### src/rtl/data_m_copy_master.sv
// Word-copy DMA initiator on the data_m bus: reads one word, writes it, repeats COUNT times.
// Optional ack-timeout watchdog is built when CONFIG_DATA_M_COPY_TIMEOUT_EN is defined.
`timescale 1ns/1ps
module data_m_copy_master #(
   parameter int ADDR_WIDTH     = 19,
   parameter int TIMEOUT_CYCLES = 255
) (
   input  logic                  clk,
   input  logic                  reset,
   input  logic                  start,
   input  logic [ADDR_WIDTH-1:0] src_addr,
   input  logic [ADDR_WIDTH-1:0] dst_addr,
   input  logic [15:0]           count,
   output logic                  busy,
   output logic                  done,
   output logic                  error,
   output logic [ADDR_WIDTH-1:0] data_m_addr,
   input  logic [15:0]           data_m_data_in,
   output logic [15:0]           data_m_data_out,
   output logic                  data_m_access,
   input  logic                  data_m_ack,
   output logic                  data_m_wr_en,
   output logic [1:0]            data_m_bytesel
);

   typedef enum logic [2:0] {IDLE, READ, READ_GAP, WRITE, WRITE_GAP} state_t;

   state_t                  state_reg, state_next;
   logic [ADDR_WIDTH-1:0]   src_reg, src_next;
   logic [ADDR_WIDTH-1:0]   dst_reg, dst_next;
   logic [15:0]             remaining_reg, remaining_next;
   logic [15:0]             hold_reg, hold_next;
   logic                    first_reg, first_next;
   logic                    done_pulse_reg, done_pulse_next;
   logic                    ack_valid;
   logic                    timeout_hit;

   generate
      if (TIMEOUT_CYCLES < 1) begin : g_bad_timeout
         $error("TIMEOUT_CYCLES must be at least 1");
      end
   endgenerate

   // An ack in the first cycle of a request cannot belong to it.
   assign ack_valid = data_m_ack & ~first_reg;

   always_ff @(posedge clk) begin
      if (reset) begin
         state_reg      <= IDLE;
         src_reg        <= '0;
         dst_reg        <= '0;
         remaining_reg  <= '0;
         hold_reg       <= '0;
         first_reg      <= 1'b0;
         done_pulse_reg <= 1'b0;
      end else begin
         state_reg      <= state_next;
         src_reg        <= src_next;
         dst_reg        <= dst_next;
         remaining_reg  <= remaining_next;
         hold_reg       <= hold_next;
         first_reg      <= first_next;
         done_pulse_reg <= done_pulse_next;
      end
   end

   always_comb begin
      state_next      = state_reg;
      src_next        = src_reg;
      dst_next        = dst_reg;
      remaining_next  = remaining_reg;
      hold_next       = hold_reg;
      first_next      = 1'b0;
      done_pulse_next = 1'b0;
      case (state_reg)
         IDLE: begin
            if (start) begin
               if (count != 16'd0) begin
                  src_next       = src_addr;
                  dst_next       = dst_addr;
                  remaining_next = count;
                  first_next     = 1'b1;
                  state_next     = READ;
               end else begin
                  done_pulse_next = 1'b1;
               end
            end
         end
         READ: begin
            if (ack_valid) begin
               hold_next  = data_m_data_in;
               state_next = READ_GAP;
            end else if (timeout_hit) begin
               done_pulse_next = 1'b1;
               state_next      = IDLE;
            end
         end
         READ_GAP: begin
            first_next = 1'b1;
            state_next = WRITE;
         end
         WRITE: begin
            if (ack_valid) begin
               src_next       = src_reg + 1'b1;
               dst_next       = dst_reg + 1'b1;
               remaining_next = remaining_reg - 1'b1;
               state_next     = WRITE_GAP;
            end else if (timeout_hit) begin
               done_pulse_next = 1'b1;
               state_next      = IDLE;
            end
         end
         WRITE_GAP: begin
            if (remaining_reg == 16'd0) begin
               state_next = IDLE;
            end else begin
               first_next = 1'b1;
               state_next = READ;
            end
         end
         default: state_next = IDLE;
      endcase
   end

   always_comb begin
      data_m_access   = 1'b0;
      data_m_wr_en    = 1'b0;
      data_m_bytesel  = 2'b00;
      data_m_addr     = '0;
      data_m_data_out = 16'h0000;
      if (state_reg == READ) begin
         data_m_access  = 1'b1;
         data_m_bytesel = 2'b11;
         data_m_addr    = src_reg;
      end else if (state_reg == WRITE) begin
         data_m_access   = 1'b1;
         data_m_wr_en    = 1'b1;
         data_m_bytesel  = 2'b11;
         data_m_addr     = dst_reg;
         data_m_data_out = hold_reg;
      end
   end

   assign busy = (state_reg != IDLE);
   assign done = done_pulse_reg | ((state_reg == WRITE_GAP) && (remaining_reg == 16'd0));

`ifdef CONFIG_DATA_M_COPY_TIMEOUT_EN
   localparam int TW = $clog2(TIMEOUT_CYCLES + 1);

   logic [TW-1:0] timer_reg;
   logic          error_reg;
   logic          in_txn;

   assign in_txn      = (state_reg == READ) || (state_reg == WRITE);
   // timer_reg holds the number of completed cycles of the current request.
   assign timeout_hit = in_txn && (timer_reg == TW'(TIMEOUT_CYCLES - 1));
   assign error       = error_reg;

   always_ff @(posedge clk) begin
      if (reset) begin
         timer_reg <= '0;
         error_reg <= 1'b0;
      end else begin
         if (first_next)
            timer_reg <= '0;
         else if (in_txn)
            timer_reg <= timer_reg + 1'b1;
         if ((state_reg == IDLE) && start)
            error_reg <= 1'b0;
         else if (timeout_hit && !ack_valid)
            error_reg <= 1'b1;
      end
   end
`else
   assign timeout_hit = 1'b0;
   assign error       = 1'b0;
`endif

endmodule

### config.mk
export PLATFORM = sky130hd
export DESIGN_NAME = data_m_copy_master
export DESIGN_NICKNAME = d
export VERILOG_FILES = /design/src/rtl/data_m_copy_master.sv
export SDC_FILE = /design/constraint.sdc
export NUM_CORES = 1
export LEC_CHECK = 0
export ABC_AREA = 0
export BUFFER_PORTS_ARGS = -buffer_cell sky130_fd_sc_hd__buf_2
export CAP_MARGIN = 10
export CORE_MARGIN = 2
export CORE_UTILIZATION = 41
export CTS_CLUSTER_DIAMETER = 40
export CTS_CLUSTER_SIZE = 20
export DETAILED_ROUTE_END_ITERATION = 8
export HOLD_SLACK_MARGIN = 0.15
export PLACE_DENSITY = 0.63
export SYNTH_ARGS = -nofsm -noshare
export SYNTH_HDL_FRONTEND = slang
export SYNTH_SLANG_ARGS = --single-unit
### constraint.sdc
create_clock -name clk -period 5.62 [get_ports clk]
set_input_delay 0.562 -clock clk [delete_from_list [all_inputs] [get_ports clk]]
set_output_delay 0.562 -clock clk [all_outputs]
set_load 0.01 [all_outputs]
==> results.py <==
metrics = {
    "yosys": {
        "synth.distinct_cells": 55,
        "synth_seq_cells": 75,
        "yosysTopAreaCell": "dfxtp_1",
        "synth_top_area_share_pct": 32.59,
        "synth_ff_type": "dfxtp_1",
        "synth-warning-count": 0,
        "synth_fp_nets": 735,
        "synth_area_per_cell_um2": 7.001,
        "yosysSeqAreaShare_pct": 32.59,
        "syn_inst": 658,
        "synthArstFlopShare_pct": 0,
        "netlist_area_um2": 4607,
        "ys_top_cells_by_area": "dfxtp_1 33%, nand2_1 8.6%, a21oi_1 8.1%",
        "synth_edf_count": 0,
    },
    "setup_path": {
        "required_ps": 5060,
        "cp-end-kind": "output pin",
        "reg2reg_from": "state_reg[1]",
        "critPathArrivalTime_ps": 2620,
        "rr_endpoint": "remaining_reg[6]",
        "cp_top_family": "simple AND/OR/NAND/NOR gates",
        "r2r_cells": 6,
        "crit_buf_inv": 2,
        "path_max_fanout": 8,
        "critical_path.cell_chain": "inv_1, ha_1, or3b_2, or4_2, nor2_1, a31o_2, buf_2",
        "worst_path_max_delay_cell": "or4_2",
        "rrSetupSlack_ps": 2840,
        "critPathMaxStageDelay_ps": 710,
        "cp-start-kind": "flip-flop",
        "critPathKind": "reg -> out",
    },
    "sta": {
        "min_period_ps": 3184,
        "tightest_slew_ps": 1002,
        "clock-skew-final_ps": 10.30,
        "fmax_ghz": 0.3141,
        "relSlewSlack_pct": 32.95,
        "tns_ps": 0,
        "layout_setup_ws_ps": 2436,
        "period_share_pct": 56.66,
        "drv_slew": 0,
        "rsz0062_at_grt": "no",
        "setup_viol": 0,
        "hold_viol": 0,
    },
    "place": {
        "post-dp-hpwl_um": 9199,
        "dp_slack_ps": 2692,
        "io_buffers": 114,
        "gp_congestion": 0.8194,
    },
    "grt": {
        "grt_pass1_vias": 4627,
        "grt_usage_pct": 23.10,
        "grt_first_pass_wirelength_um": 22310,
        "grt-ovfl-total": 0,
        "grt_max_degree": 75,
        "busiest_layer": "met2",
        "grtUsageMet1_pct": 31.90,
        "met2_usage_pct": 36.90,
        "grt_util_met3_pct": 3.292,
        "antenna_found_initial": 0,
    },
    "floorplan": {
        "die_x_um": 110,
        "rows": 38,
        "io_pins": 116,
        "core_region_area_um2": 10890,
        "die-area_um2": 12100,
        "die_y_um": 110,
        "initial_core_util_pct": 42.31,
    },
    "route": {
        "drt-wirelength-per-cell_um": 15.86,
        "first_iter_violations": 360,
        "drt_wl_total_um": 13800,
        "drcViolationCount": 0,
        "via_per_inst": 5.805,
        "drt_first_pass_iters": 5,
        "drtAntennaViolNets": 0,
        "dr_total_vias": 5050,
    },
    "status": {
        "status": "finished clean",
    },
    "finish": {
        "num-fill-cells": 1132,
        "final_cell_mix": "114 x buf_2, 105 x nand2_1, 75 x a21oi_1, 75 x dfxtp_1, 68 x nor2_1",
        "diodes": 0,
        "nets": 802,
        "layout_commonest_cell": "buf_2",
        "area_growth_syn_to_layout_pct": 16.02,
        "drive_gt1_share_pct": 20.41,
    },
    "clock_network": {
        "hold_buffers": 0,
        "cts_tree": "built",
        "cts_buffers": 9,
        "clockBufferDepth": 2,
        "clk_pin_slew_ps": 80,
        "root_buffer": "clkbuf_8",
        "htree_levels": 3,
        "ctsResizeCount": 0,
        "worstSkewPairLatency_ps": 350,
        "clkSinkCount": 75,
        "postCtsSetupRepairBufs": 0,
    },
    "min_path": {
        "hold_end": "hold_reg[14]",
        "hp-class": "in -> reg",
        "min-delay-start": "data_m_data_in[14]",
        "hold_depth": 3,
    },
    "run": {
        "cap_viol_max_count": 0,
    },
    "pwr": {
        "powerDensity_nw_per_um2": 250.1,
        "p_leak_nw": 2.186,
        "vdd_drop_max_mv": 0.1364,
    },
}
-- synthesized netlist by cell type, types with 2 or more instances --
| master | n |
|---|---|
| and2_1 | 17 |
| nor4b_1 | 2 |
| nand2_1 | 105 |
| o221a_2 | 2 |
| o21ai_1 | 2 |
| dfxtp_1 | 75 |
| a21oi_1 | 75 |
| a21o_1 | 11 |
| or4_1 | 5 |
| nand2b_1 | 7 |
| clkbuf_2 | 4 |
| o41ai_1 | 6 |
| a22o_1 | 3 |
| nor3_1 | 18 |
| or3b_2 | 2 |
| nor2_1 | 68 |
| o21a_1 | 4 |
| o21ai_0 | 45 |
| inv_1 | 6 |
| xnor2_1 | 2 |
| a31o_2 | 3 |
| a31oi_1 | 17 |
| a32o_1 | 2 |
| o31ai_1 | 9 |
| and4_1 | 2 |
| and3_1 | 5 |
| ha_1 | 3 |
| buf_2 | 5 |
| o22ai_1 | 2 |
| a41o_1 | 2 |
| nand3b_1 | 2 |
| o32ai_1 | 3 |
| clkbuf_1 | 51 |
| buf_4 | 3 |
| a311oi_1 | 2 |
| nand4_1 | 14 |
| nor4_1 | 10 |
| mux2i_1 | 19 |
| a211oi_1 | 6 |
| nand3_1 | 20 |
| or3_1 | 5 |
-- how the worst max path moves through the flow --
stage / endpoint / start / cells past startpoint
after global placement: dst_reg[16] / count[14] / 7
final: done / remaining_reg[0] / 7
after floorplan: done / remaining_reg[0] / 7
after CTS: done / remaining_reg[0] / 7
after detailed placement: dst_reg[16] / count[14] / 7
after global routing: done / remaining_reg[0] / 7
-- worst register-to-register path: cells and delay by family (launching register included) --
family,cells,cell delay (ps)
DFF,1,300
AOI/OAI and AO/OA,4,1620
and+or+nand+nor,1,480
buffers and inverters,1,260
-- power breakdown --
group	internal, mW	total [mW]	switching [mW]
Sequential	0.574	0.626	0.0520
Combinational	0.114	0.292	0.179
Clock	0.204	0.419	0.215
-- final cells by class --
class	instances	area, µm²	share of cell area (%)
multi-input combinational	512	2834	53.02
inverter	7	26.28	0.4916
tap	140	175.2	3.277
clock buffer	9	123.9	2.317
timing repair buffer	120	615.6	11.52
sequential	75	1501	28.09
clock inverter	7	68.82	1.287
-- per-layer routing --
| layer | routed length [µm] | part of all wire [%] |
|---|---|---|
| met5 | 0 | 0 |
| met4 | 188 | 1.4 |
| met3 | 966 | 7.0 |
| met2 | 6317 | 46 |
| met1 | 6328 | 46 |
-- logic make-up (layout without fill, tap and decap cells) --
kind of cell | after synthesis | count (layout) | share of synthesized area [%]
fa+ha+maj | 3 | 3 | 0.8149
flops | 75 | 75 | 32.59
compound gates | 200 | 200 | 26.53
mux | 19 | 19 | 4.128
other cells | 1 | 1 | 0.08140
buf+inv | 71 | 143 | 6.273
xor+xnor | 2 | 2 | 0.3803
simple gates | 287 | 287 | 29.20
-- through the flow --
step	utilization, %	instances	hold slack, ps	total power, mW	cell area [µm²]
after CTS	49.09	870	432.7	1.342	5345
after detailed placement	47.32	854	444.4	0.9265	5152
after global placement	47.32	854	439.1	0.9197	5152
final	49.09	870	444.4	1.337	5345
after global routing	49.09	870	443.8	1.416	5345
after floorplan	-	658	431.7	0.8353	4607
Note: power is estimated with default switching activity, not from simulation.
